File: config.mk
export PLATFORM = sky130hd
export DESIGN_NAME = booth_mult_issue
export DESIGN_NICKNAME = d
export VERILOG_FILES = /design/src/rtl/booth_mult_issue_pkg.sv /design/src/rtl/booth_op_fifo.sv /design/src/rtl/booth_mult_issue.sv
export SDC_FILE = /design/constraint.sdc
export NUM_CORES = 1
export LEC_CHECK = 0
export ABC_AREA = 0
export CAP_MARGIN = 20
export CORE_ASPECT_RATIO = 0.8
export CORE_MARGIN = 10
export CORE_UTILIZATION = 50
export CTS_BUF_LIST = sky130_fd_sc_hd__clkbuf_16
export DETAILED_ROUTE_END_ITERATION = 10
export HOLD_SLACK_MARGIN = 0.1
export PLACE_DENSITY_LB_ADDON = 0.2
export SLEW_MARGIN = 20
export SYNTH_ARGS = -nofsm -noshare
export SYNTH_HDL_FRONTEND = slang
export SYNTH_SLANG_ARGS = --single-unit
File: constraint.sdc
create_clock -name clk -period 2.8 [get_ports clk]
set_input_delay 0.28 -clock clk [delete_from_list [all_inputs] [get_ports clk]]
set_output_delay 0.28 -clock clk [all_outputs]
set_load 0.01 [all_outputs]
File: src/rtl/booth_mult_issue_pkg.sv
// Shared definitions for the Booth multiplier issue stage.
// Used by the issue stage and the other multiplier wrappers.
package booth_mult_issue_pkg;

    typedef enum logic [1:0] {
        ST_IDLE  = 2'd0,
        ST_ISSUE = 2'd1,
        ST_WAIT  = 2'd2
    } state_t;

    // Bit positions inside a sign_mode field.
    localparam int SIGN_A = 1;
    localparam int SIGN_B = 0;

    localparam int DEFAULT_TIMEOUT = 64;

endpackage

File: src/rtl/booth_op_fifo.sv
// Synchronous FIFO holding {sign_mode, tag, mult, mcand} operations.
// Writes while full and reads while empty are ignored.
module booth_op_fifo
    import booth_mult_issue_pkg::*;
#(
    parameter int DW    = 38,
    parameter int DEPTH = 4
) (
    input  logic                   clk,
    input  logic                   rst_n,
    input  logic                   wr_en,
    input  logic [DW-1:0]          wr_data,
    input  logic                   rd_en,
    output logic [DW-1:0]          rd_data,
    output logic                   full,
    output logic                   empty,
    output logic [$clog2(DEPTH):0] count
);

    localparam int AW = $clog2(DEPTH);

    logic [DW-1:0] mem [DEPTH];
    logic [AW-1:0] wr_ptr;
    logic [AW-1:0] rd_ptr;
    logic          do_wr;
    logic          do_rd;

    assign full    = (count == (AW+1)'(DEPTH));
    assign empty   = (count == '0);
    assign do_wr   = wr_en && !full;
    assign do_rd   = rd_en && !empty;
    assign rd_data = mem[rd_ptr];

    always_ff @(posedge clk) begin
        if (do_wr) begin
            mem[wr_ptr] <= wr_data;
        end
    end

    // DEPTH is a power of two, so pointer overflow is the wrap.
    always_ff @(posedge clk or negedge rst_n) begin
        if (!rst_n) begin
            wr_ptr <= '0;
            rd_ptr <= '0;
            count  <= '0;
        end else begin
            if (do_wr) begin
                wr_ptr <= wr_ptr + 1'b1;
            end
            if (do_rd) begin
                rd_ptr <= rd_ptr + 1'b1;
            end
            if (do_wr && !do_rd) begin
                count <= count + 1'b1;
            end else if (do_rd && !do_wr) begin
                count <= count - 1'b1;
            end
        end
    end

endmodule

File: src/rtl/booth_mult_issue.sv
// Operand issue / result return stage around the radix-8 Booth multiplier.
// One operation is outstanding at a time; a watchdog breaks lost completions.
module booth_mult_issue
    import booth_mult_issue_pkg::*;
#(
    parameter int WIDTH   = 16,
    parameter int DEPTH   = 4,
    parameter int TAG_W   = 4,
    parameter int TIMEOUT = DEFAULT_TIMEOUT
) (
    input  logic                   clk,
    input  logic                   rst_n,
    input  logic                   in_valid,
    output logic                   in_ready,
    input  logic [WIDTH-1:0]       in_mcand,
    input  logic [WIDTH-1:0]       in_mult,
    input  logic [1:0]             in_sign_mode,
    input  logic [TAG_W-1:0]       in_tag,
    output logic                   mul_start,
    output logic [WIDTH-1:0]       mul_mcand,
    output logic [WIDTH-1:0]       mul_mult,
    output logic [1:0]             mul_sign_mode,
    input  logic [2*WIDTH-1:0]     mul_product,
    input  logic                   mul_done,
    output logic                   out_valid,
    input  logic                   out_ready,
    output logic [2*WIDTH-1:0]     out_product,
    output logic [TAG_W-1:0]       out_tag,
    output logic [$clog2(DEPTH):0] fifo_count,
    output logic                   err_timeout
);

    localparam int DW = 2 + TAG_W + 2*WIDTH;
    localparam int CW = $clog2(TIMEOUT + 1);
    // Watchdog value in the last WAIT cycle before expiry.
    localparam logic [CW-1:0] WD_LAST = CW'(TIMEOUT - 2);

    state_t           state;
    logic             up_q;
    logic             full;
    logic             empty;
    logic             pop;
    logic             wr_en;
    logic [DW-1:0]    wr_data;
    logic [DW-1:0]    rd_data;
    logic [TAG_W-1:0] tag_q;
    logic [CW-1:0]    wd;

    assign in_ready = up_q && !full;
    assign wr_en    = in_valid && in_ready;
    assign wr_data  = {in_sign_mode, in_tag, in_mult, in_mcand};
    assign pop      = (state == ST_IDLE) && !empty
                   && (!out_valid || out_ready);

    booth_op_fifo #(
        .DW    (DW),
        .DEPTH (DEPTH)
    ) u_fifo (
        .clk     (clk),
        .rst_n   (rst_n),
        .wr_en   (wr_en),
        .wr_data (wr_data),
        .rd_en   (pop),
        .rd_data (rd_data),
        .full    (full),
        .empty   (empty),
        .count   (fifo_count)
    );

    always_ff @(posedge clk or negedge rst_n) begin
        if (!rst_n) begin
            state         <= ST_IDLE;
            up_q          <= 1'b0;
            mul_start     <= 1'b0;
            mul_mcand     <= '0;
            mul_mult      <= '0;
            mul_sign_mode <= '0;
            tag_q         <= '0;
            wd            <= '0;
            out_valid     <= 1'b0;
            out_product   <= '0;
            out_tag       <= '0;
            err_timeout   <= 1'b0;
        end else begin
            up_q      <= 1'b1;
            mul_start <= 1'b0;
            if (out_valid && out_ready) begin
                out_valid <= 1'b0;
            end
            unique case (state)
                ST_IDLE: begin
                    if (pop) begin
                        {mul_sign_mode, tag_q,
                         mul_mult, mul_mcand} <= rd_data;
                        mul_start <= 1'b1;
                        state     <= ST_ISSUE;
                    end
                end
                ST_ISSUE: begin
                    wd    <= '0;
                    state <= ST_WAIT;
                end
                ST_WAIT: begin
                    if (mul_done) begin
                        out_product <= mul_product;
                        out_tag     <= tag_q;
                        out_valid   <= 1'b1;
                        state       <= ST_IDLE;
                    end else if (wd == WD_LAST) begin
                        err_timeout <= 1'b1;
                        out_product <= '0;
                        out_tag     <= tag_q;
                        out_valid   <= 1'b1;
                        state       <= ST_IDLE;
                    end else begin
                        wd <= wd + 1'b1;
                    end
                end
                default: state <= ST_IDLE;
            endcase
        end
    end

endmodule

# Word-level counts from Yosys, hierarchy flattened
# Memories as Yosys holds them, arrays and structs flattened. A register that Yosys moved wholly into a read port is not among the register bits.
# Index checks and enable logic that the tools add are counted.
# Widths: inputs -> output; s select.
[classes] n_addsub=5 n_bitwise=1 eq_ne=8 mux=21 n_reduce_logical=26
[ops] cell="$mux 32" count=2
[ops] cell="$mux 7" count=2
[ops] cell="$pmux 7 s2" count=1
[ops] cell="$logic_and 1x1->1" count=9
[ops] cell="$mux 1" count=8
[ops] cell="$mux 4" count=2
[ops] cell="$add 7x1->7 const B" count=1
[ops] cell="$eq 7x6->1 const B" count=1
[ops] cell="$logic_not 1->1" count=6
[ops] cell="$mux 2" count=3
[ops] cell="$mux 3" count=2
[ops] cell="$pmux 2 s3" count=1
[ops] cell="$reduce_and 2->1" count=3
[ops] cell="$reduce_and 3->1" count=2
[ops] cell="$reduce_bool 2->1" count=3
[ops] cell="$add 2x1->2 const B" count=2
[ops] cell="$ne 2x2->1 const B" count=2
[ops] cell="$add 3x1->3 const B" count=1
[ops] cell="$eq 3x3->1 const B" count=1
[ops] cell="$logic_not 3->1" count=1
[ops] cell="$ne 3x3->1 const B" count=1
[ops] cell="$sub 3x1->3 const B" count=1
[ops] cell="$eq 2x1->1 const B" count=1
[ops] cell="$eq 2x2->1 const B" count=1
[ops] cell="other kinds (4)" count=4
[word_totals] n_memories=1 ramBits=152 inputBits=75 word_cells=73 output_inout_bits=77 regBits=56
[mem_list] name="u_fifo.mem" depth=4 width=38 read_ports=1 rd_ports_with_merged_regs=1 wr=1 line_no="booth_op_fifo.sv:22" rtl="logic [DW-1:0] mem [DEPTH];"

# Depth between registers and ports, before layout
# Gate-level depths: netlist (run 1).
[logic_depth] depth_word=9 depth_mapped=9 mapped_depth_nobuf=9

# By module
# From an unflattened synthesis (run 1), not the netlist that was laid out.
[unflattened] hier_cells=468 area_unflattened_um2=9342.7
[modules_own_cells] module="booth_op_fifo" instances=1 seq_area_each_um2=4739.5 cells_each=235 area_each_um2=5954.5
[modules_own_cells] module="booth_mult_issue" instances=1 seq_area_each_um2=2177.1 cells_each=233 area_each_um2=3388.2

# Worst setup path before layout (run 1)
# No wires, ideal clock.
[synth_path] path_type="register to register" from="register u_fifo.count[0]" to="memory u_fifo.mem[0][0] (enable)" setup_ps=399 t_arrival_ps=1927 stages_incl_launch_ff=4 path_slack_ps=473 n_path_buf=0 period_less_slack_ps=2327 t_required_ps=2401 path_cell_list="dfrtp_1 -> nor2_1 -> a21boi_1 -> and3_1"
[synth_between] elab_chain_len=7
[synth_rtl] item="from (decl)" line_no="booth_op_fifo.sv:17" rtl="output logic [$clog2(DEPTH):0] count"
[synth_rtl] item="from (signal assigned)" line_no="booth_op_fifo.sv:54" rtl="count <= count + 1'b1;"
[synth_rtl] item="from (signal assigned)" line_no="booth_op_fifo.sv:56" rtl="count <= count - 1'b1;"
[synth_rtl] item="$eq 3x3->1" line_no="booth_op_fifo.sv:28" rtl="assign full = (count == (AW+1)'(DEPTH));"
[synth_rtl] item="$logic_not 1->1" line_no="booth_mult_issue.sv:49" rtl="assign in_ready = up_q && !full;"
[synth_rtl] item="$logic_and 1x1->1" line_no="booth_mult_issue.sv:49"
[synth_rtl] item="named net in_ready" line_no="booth_mult_issue.sv:14" rtl="output logic in_ready,"
[synth_rtl] item="$logic_and 1x1->1" line_no="booth_mult_issue.sv:50" rtl="assign wr_en = in_valid && in_ready;"
[synth_rtl] item="$logic_and 1x1->1" line_no="booth_op_fifo.sv:30" rtl="assign do_wr = wr_en && !full;"
[synth_rtl] item="$mux 1" line_no="booth_op_fifo.sv:35" rtl="if (do_wr) begin"
[synth_rtl] item="$mux 1 (implied by the code)" line_no="booth_op_fifo.sv:36" rtl="mem[wr_ptr] <= wr_data;"
[synth_rtl] item="to (decl)" line_no="booth_op_fifo.sv:22"
# The timed path passes the listed nets, and every way through them passes these cells.

# Final worst setup path (run 1)
[layout_path] from="register u_fifo.count[0]" to="register u_fifo.count[2]"
[layout_between] elab_chain_len=8 elab_cells_between_ends=19 cone_classes="2 x add/sub; 1 x eq/ne; 2 x mux; 14 x reduce/logical"
[layout_rtl] item="$eq 3x3->1 *" line_no="booth_op_fifo.sv:28"
[layout_rtl] item="$logic_not 1->1 *" line_no="booth_op_fifo.sv:30, booth_mult_issue.sv:49"
[layout_rtl] item="$logic_and 1x1->1" line_no="booth_mult_issue.sv:49"
[layout_rtl] item="$logic_and 1x1->1" line_no="booth_mult_issue.sv:50"
[layout_rtl] item="$logic_and 1x1->1 *" line_no="booth_op_fifo.sv:30"
[layout_rtl] item="named net u_fifo.do_wr" line_no="booth_op_fifo.sv:25" rtl="logic do_wr;"
[layout_rtl] item="$logic_not 1->1" line_no="booth_op_fifo.sv:55" rtl="end else if (do_rd && !do_wr) begin"
[layout_rtl] item="$logic_and 1x1->1" line_no="booth_op_fifo.sv:55"
[layout_rtl] item="$reduce_bool 2->1 (no source line)"
# The timed path passes the listed nets; every way through them passes the cells marked *. The select of a mux whose other input is x is not followed.
# A chain may end at the register's enable or synchronous reset.

==> reports/results.txt, run 1 <==
Static timing analysis puts the maximum clock frequency at 429 MHz. The final hold slack is 0.378 ns. For the setup fix buffers added after clock tree synthesis, the log shows 0. Along the worst path, the maximum fanout reaches 6. The flow ran to the end, and the final reports show no timing, DRC or antenna violations.

The number of vias in the routed layout was 4709. The number of buffer cells added on primary ports is 151, and the final number of setup-violating endpoints is 0. The detailed router finished its first iteration with 259 violations.

The startpoint identified for the worst register-to-register timing path is u_fifo.count[0]. TritonCTS built the clock tree. The total global routing track utilization was 15.0%; the number of antenna violations at the first check in global routing was 2.

The tools report the end point of the critical path as u_fifo.count[2]. The mean instance size in the synthesized netlist was 20.8 sq um. Row generation in the floorplan step produced 44 rows.

The remaining global-route overflow came out at 0. Grouping stages by cell kind, the critical path spends the most delay in adder cells. The remaining routing DRC violations is 0. Once detail routing completed, the nets flagged for antenna violations numbered 0. Summing internal, switching and leakage power gives 12.7 mW.

CTS placed an instance of sky130_fd_sc_hd__clkbuf_16 at the clock tree root. The library cell used most frequently in the layout, excluding fill and tap cells, is sky130_fd_sc_hd__edfxtp_1. Count of buffer and inverter cells on the critical path: 1.

The kind of path behind the tightest hold check is in2reg. Walking the worst path, the cells encountered are nor2_1 > a21boi_1 > and2_1 > ha_1 > inv_1 > fa_1 > xor2_1 > nor2_1 > xor2_1. The library cells used most frequently in the layout, excluding fill and tap cells, are sky130_fd_sc_hd__edfxtp_1, sky130_fd_sc_hd__clkdlybuf4s50_1, sky130_fd_sc_hd__dfrtp_1. The critical path crosses 9 cells after its start point. For this run, the post-layout net count is 702. The number of global-route vias before repair was 5110; the slew at the pin closest to its max-slew limit was 0.718 ns. First-pass iteration count of the detailed router: 5.

The proportion of layout cells with a drive suffix above 1 is 21.7%, and the TritonCTS buffer count is 24. Entering global routing, the biggest net connects 49 pins. The die covers 24700 sq um. The post-synthesis instance area is 9390 sq um, and the static leakage power is 4.49 nW.

The cell with the largest stage delay on the worst path was sky130_fd_sc_hd__dfrtp_1. Dividing the final minimum period by the clock period gives 83.3%. Data on the critical path is required at its endpoint by 3.22 ns. The internal reg-to-reg setup slack was 0.47 ns; the ratio of routed vias to standard cells was 5.29. The number of synthesized flops with an enable pin is 152.

The number of cells on the worst reg-to-reg path is 9. Once detailed placement completed, the half-perimeter wirelength came to 12.1 mm. Setup repair after global routing left no endpoint under its margin. The tools report the wire length of the first global-routing pass as 29.3 mm. Critical path class: reg2reg. The type of element capturing the critical path was a flop. Worst max-slew margin expressed relative to the limit: 52.2%. Startpoint of the most critical setup path: u_fifo.count[0]. The tools report the worst supply voltage drop on vdd as 0.000685 V.

The most frequently used flop master after synthesis is sky130_fd_sc_hd__edfxtp_1. Summed over all layers, the routed wires come to 19.0 mm. The tools report the count of mapped cells out of synthesis as 451.

The proportion of synthesized flip-flops having asynchronous set or reset was 38.2%. The CTS H-tree depth is 1, and the count of state elements after synthesis is 246. The sink count of the clock tree is 246, and the clock slew at the register clock pins of the worst setup and hold paths is 0.06 ns. The total number of yosys warnings is 0, and the floorplan die height is 143 um. Worst setup skew after layout: 0.00878 ns. The total area inside the core boundary comes to 18300 sq um. Adding up every negative setup slack in the final design gives 0 ns. STA classifies the critical path startpoint as a flop. Measured along the x axis, the die boundary spans 173 um. The endpoint identified for the worst register-to-register timing path is u_fifo.count[2]. In this design, the stage delay of the slowest critical-path cell is 0.46 ns. Dividing the detail-routed wire length by the instance count gives 21.3 um. The run gives 0 as the final number of hold-violating endpoints.

The layout-stage area growth over the synthesis result is 26.5%. The number of distinct library cells after synthesis is 48, and the total nets after synthesis is 534. Power spread over the standard cell area amounts to 1070 nW/um^2. The maximum clock insertion buffer count came out at 3. The initial standard-cell utilization of the core came out at 51.4%.

Of the synthesized area, sequential elements account for 73.7%. The final weighted congestion in routability-driven placement was 0.789. For this design the top-level I/O count stands at 152.

The later pin in the worst-skew pair is clocked with a latency of 0.50 ns. Across the run, the number of max-cap violations was 0. For the number of pins with negative max-slew slack in the final report, the log shows 0.

The worst path in the final design needs a cycle of 2.33 ns, including I/O delays and setup. Critical path arrival: 2.75 ns.
cell usage after synthesis (3+ instances only):
| cell type | number | share of area [%] |
|---|---|---|
| sky130_fd_sc_hd__edfxtp_1 | 152 | 49 |
| sky130_fd_sc_hd__dfrtp_1 | 94 | 25 |
| sky130_fd_sc_hd__mux2_4 | 38 | 6.1 |
| sky130_fd_sc_hd__mux4_2 | 38 | 9.1 |
| sky130_fd_sc_hd__a22o_1 | 32 | 3.0 |
| sky130_fd_sc_hd__buf_2 | 10 | 0.53 |
| sky130_fd_sc_hd__ha_1 | 7 | 0.93 |
| sky130_fd_sc_hd__inv_1 | 7 | 0.28 |
| sky130_fd_sc_hd__and3_1 | 6 | 0.40 |
| sky130_fd_sc_hd__mux2_2 | 5 | 0.60 |
| sky130_fd_sc_hd__nand3_1 | 5 | 0.27 |
| sky130_fd_sc_hd__buf_12 | 4 | 0.85 |
| sky130_fd_sc_hd__clkbuf_1 | 4 | 0.16 |
| sky130_fd_sc_hd__nand2b_1 | 4 | 0.27 |
| sky130_fd_sc_hd__nor2_1 | 3 | 0.12 |
| sky130_fd_sc_hd__xnor2_1 | 3 | 0.28 |
worst min-delay path by stage:
stage	start	end	slack, ns	cells after the start
after floorplan	rst_n	err_timeout	-0.02	0
after CTS	mul_product[14]	out_product[14]	0.36	2
after detailed placement	rst_n	mul_mcand[9]	0.39	1
final	mul_product[14]	out_product[14]	0.38	2
after global routing	mul_product[24]	out_product[24]	0.37	2
after global placement	rst_n	mul_mcand[9]	0.39	1
metal layers:
| layer | global-route usage [%] | wire [um] | part of all wire (%) |
|---|---|---|---|
| met1 | 19.6 | 8160 | 43 |
| met5 | 0 | 0 | 0 |
| met4 | 3.58 | 279 | 1.5 |
| met3 | 3.61 | 951 | 5.0 |
| met2 | 25.1 | 9580 | 51 |
layout make-up:
| type | count | area, sq um |
|---|---|---|
| Sequential cell | 246 | 6920 |
| Fill cell | 1269 | 6400 |
| Multi-Input combinational cell | 176 | 2260 |
| Timing Repair Buffer | 163 | 1640 |
| Clock buffer | 25 | 626 |
| Tap cell | 253 | 317 |
| Clock inverter | 18 | 70.1 |
| Inverter | 8 | 42.5 |
| Antenna cell | 1 | 2.50 |
cell families (layout without fill, tap and decap cells):
group	Yosys count	after routing	share of synthesized area, %
simple gates	32	32	2.21
other cells	1	2	0.0399
flops	246	246	73.7
xor+xnor	6	6	0.640
buf+inv	29	214	2.29
fa+ha+maj	8	8	1.15
compound gates	45	45	3.89
mux	84	84	16.1
worst register-to-register path, stage by stage, from the launching register on:
cell and delay (ns):
sky130_fd_sc_hd__dfrtp_1 0.46, sky130_fd_sc_hd__nor2_1 0.08, sky130_fd_sc_hd__a21boi_1 0.38, sky130_fd_sc_hd__and2_1 0.26, sky130_fd_sc_hd__ha_1 0.20, sky130_fd_sc_hd__inv_1 0.06, sky130_fd_sc_hd__fa_1 0.39, sky130_fd_sc_hd__xor2_1 0.17
sky130_fd_sc_hd__nor2_1 0.11, sky130_fd_sc_hd__xor2_1 0.15
registers in the layout (all words and copies together) (netlist names):
signal and cells:
err_timeout 1, mul_mcand 16, mul_mult 16, mul_sign_mode 2, mul_start 1, out_product 32, out_tag 4, out_valid 1
state 2, tag_q 4, u_fifo.count 3, u_fifo.mem 152, u_fifo.rd_ptr 2, u_fifo.wr_ptr 2, up_q 1, wd 7
metrics by stage:
step	utilization (%)	std cells	cell area (sq um)	setup WS, ns
floorplan	-	451	9390	0.473
CTS	65.0	889	11900	0.501
finish	65.0	890	11900	0.467
detailed placement	61.1	845	11200	0.252
global placement	61.1	845	11200	0.302
global route	65.0	890	11900	0.310
timing repair:
action | 4_1_cts | 5_1_grt
endpoints found under the setup margin | 0 | 0
hold buffers | 1 | 0
hold endpoints to repair | 46 | 0
gates resized for setup | 0 | 0
where the power goes:
| group | internal (mW) | switching [mW] | total (mW) |
|---|---|---|---|
| logic | 2.74 | 1.73 | 4.46 |
| registers | 4.77 | 0.610 | 5.38 |
| clock network | 1.60 | 1.25 | 2.85 |
No activity file was read; power rests on OpenSTA's default activity.
==> run 2: changes to the inputs <==
--- a/config.mk
+++ b/config.mk
@@ -9,7 +9,7 @@
 export CAP_MARGIN = 20
 export CORE_ASPECT_RATIO = 0.8
 export CORE_MARGIN = 10
-export CORE_UTILIZATION = 50
+export CORE_UTILIZATION = 48
 export CTS_BUF_LIST = sky130_fd_sc_hd__clkbuf_16
 export DETAILED_ROUTE_END_ITERATION = 10
 export HOLD_SLACK_MARGIN = 0.1
==> constraint.sdc (replaced) <==
create_clock -name clk -period 2 [get_ports clk]
set_input_delay 0.2 -clock clk [delete_from_list [all_inputs] [get_ports clk]]
set_output_delay 0.2 -clock clk [all_outputs]
set_load 0.01 [all_outputs]
==> reports/results.txt, run 2 (same netlist as run 1, synthesis figures left out) <==
The flow ran to the end, but the final reports show violations. The final reports fail on setup timing. At the worst endpoint, the arrival time is 2.42 ns.

The first global-routing pass estimated 30.7 mm of wire. The logs give 15.0% for the total global routing track utilization and 5.13 mW for the switching power of the nets. The routed wirelength normalized by instance count was 21.1 um; the TritonCTS buffer count was 25.

The final number of setup-violating endpoints is 1. Post-route antenna net violation count: 0. The internal portion of the total power is 13.1 mW. The worst supply voltage drop on vdd is 0.000723 V, and the switching part of the total power is 28.2%. The tools report the CTS H-tree depth as 1. Relative to the synthesized area, the layout overhead comes to 28.8%. Clock-pin slew was measured on the worst setup and hold paths at 0.06 ns.

The placed instances occupy a cell area of 11300 sq um. Timing analysis after detailed placement gives a worst setup slack of -0.309 ns. Cells with a size suffix above 1 make up 24.3% of the layout. The largest registers in the layout are u_fifo.mem x152, out_product x32. Entering global routing, the biggest net connects 45 pins. The worst-case reg-to-reg path depth is 6. u_fifo.mem holds more flip-flops than any other register. Hold is met by 0.274 ns.

The number of pins with negative max-slew slack in the final report is 0, and the routed wire length on met3 is 968 um. Dividing total power by cell area gives a power density of 1500 nW/um^2. The ratio of routed vias to standard cells came out at 5.23. The floorplan has 45 rows. Adding up every negative setup slack in the final design gives -0.0314 ns. The library cell used most frequently in the layout, excluding fill and tap cells, is sky130_fd_sc_hd__edfxtp_1.

The highest layer touched by signal routing is met4. The capturing point of the worst reg2reg path is u_fifo.count[1]. Buffers placed on the I/O ports in this run total 151. Between clock sinks in the finished design, the worst skew comes to 0.0117 ns. For the core occupancy in the finished layout, the log shows 63.3%. The run gives 8.37 mm as the detailed-route wire length on metal 1. The tools report the antenna diode count as 0. Summed over all nets, the half-perimeter wirelength after detailed placement is 12.2 mm. The tool flagged a number of max-cap violations equal to 0.

Registers are responsible for 40.4% of the overall power. In this run the tightest slew margin relative to its limit is 58.8%. Traced cell by cell, the critical path runs through nor2b_4 > or4_4 > ha_4 > inv_2 > fa_2 > mux2_2. Critical path class: reg2reg.

The register with the most flip-flops in the layout has 152 of them. The top fanout value on the critical path is 2, and the number of vias in the routed layout is 4750. The setup check on the worst reg-to-reg path leaves a slack of -0.03 ns. 152 I/O pins were placed. At the end of the flow, the number of nets in the layout was 714. For the later-pin clock latency in the skew report, the log shows 0.51 ns. TritonCTS built the clock tree. STA classifies the critical path endpoint as a flop. The number of antenna violations at the first check in global routing is 1, and the slew at the pin closest to its max-slew limit is 0.618 ns. The cell with the largest stage delay on the worst path was sky130_fd_sc_hd__or4_4. Once the floorplan was initialized, standard cells occupied 49.2% of the core. The floorplan step defined a die boundary enclosing 25600 sq um.

The kind of path behind the tightest hold check was in2async. The final number of hold-violating endpoints is 0. The maximum clock insertion buffer count was 3; the overall die width was 176 um. The run gives 9.51 mm as the routed length on met2. In the routed design, unresolved DRC markers number 0. The setup slack of the critical path after layout was -0.0314 ns; the required arrival time at the worst endpoint was 2.39 ns. The sink count of the clock tree came out at 246. The floorplan die height was 145 um; the violation count after the first detailed-routing iteration was 266.

The run gives 23.1% as the proportion of power drawn by the clock network. For the first-pass iteration count of the detailed router, the log shows 4. Area of the core region: 19100 sq um. Setup repair after global routing could not meet its margin everywhere.

The maximum frequency from static timing analysis was 492 MHz; the part of the power in combinational logic was 36.5%. Count of buffer and inverter cells on the critical path: 1. The run gives 0.802 as the final weighted congestion in routability-driven placement. In the layout the commonest cells are sky130_fd_sc_hd__edfxtp_1, sky130_fd_sc_hd__clkdlybuf4s50_1, sky130_fd_sc_hd__dfrtp_1. The startpoint of the lowest-slack register-to-register path is out_valid.

The number of global-route vias before repair is 5325. The critical path's top delay family is simple AND/OR/NAND/NOR gates. The root buffer cell was sky130_fd_sc_hd__clkbuf_16. The remaining global-route overflow is 0, and the final design instance area without fill is 12100 sq um.

The tools report the overall routed net length as 19.1 mm. STA classifies the critical path startpoint as a flop. For the finished layout, the period the worst path requires is 2.03 ns. In this design, the stage delay of the slowest critical-path cell is 0.50 ns. After layout, the worst path uses 102% of the clock period. The analysis attributes to cell leakage a power of 4.58 nW.
-- run 2: cell count changes in the layout (fill, tap and decap cells not counted), sizes merged --
cell / previous run / this run
buf: 12 / 23
diode: 1 / 0
dlygate4sd2: 0 / 1
bufinv: 0 / 1
clkdlybuf4s50: 150 / 149
inv: 20 / 22
-- run 2: worst max-delay path by stage --
stage	from	end	slack (ns)	cells past startpoint
after detailed placement	out_ready	u_fifo.count[1]	-0.31	7
after global placement	out_ready	u_fifo.count[1]	-0.29	7
after floorplan	out_valid	u_fifo.count[1]	-0.15	7
after CTS	out_valid	u_fifo.count[1]	-0.03	6
final	out_valid	u_fifo.count[1]	-0.03	6
after global routing	out_valid	u_fifo.count[1]	-0.08	6
-- run 2: through the flow --
stage	std cells	total power, mW
2_1_floorplan	451	11.6
3_3_place_gp	861	14.0
3_5_place_dp	861	14.2
4_1_cts	908	18.5
5_1_grt	908	19.2
6_report	908	18.2
-- run 2: what timing repair did --
action                                 in CTS  in global routing
hold buffers                                1                  0
endpoints found under the hold margin      41                  0
buffers inserted                            0                  0
resized for setup                           2                  0
setup endpoints to repair                   2                  1
-- run 2: final cells by class --
class | instances | area [sq um]
clock buffer | 25 | 626
clock inverter | 21 | 121
fill | 1315 | 7000
inverter | 8 | 42.5
multi-input combinational | 176 | 2280
sequential | 246 | 6930
tap | 258 | 323
timing repair buffer | 174 | 1770
-- run 2: power groups by stage --
stage / Sequential [mW] / Combinational [mW] / Clock (mW)
3_5_place_dp: 7.42 / 6.77 / 0
2_1_floorplan: 7.62 / 3.93 / 0
4_1_cts: 7.36 / 6.80 / 4.33
6_report: 7.34 / 6.63 / 4.21
5_1_grt: 7.50 / 7.14 / 4.57
3_3_place_gp: 7.39 / 6.64 / 0
-- run 2: metal layers --
metal  global-route usage, %  vias to the layer above
met5                       0                        -
met4                    3.15                        0
met3                    3.39                       24
met2                    24.8                      105
met1                    20.0                     2477
li1                        -                     2144
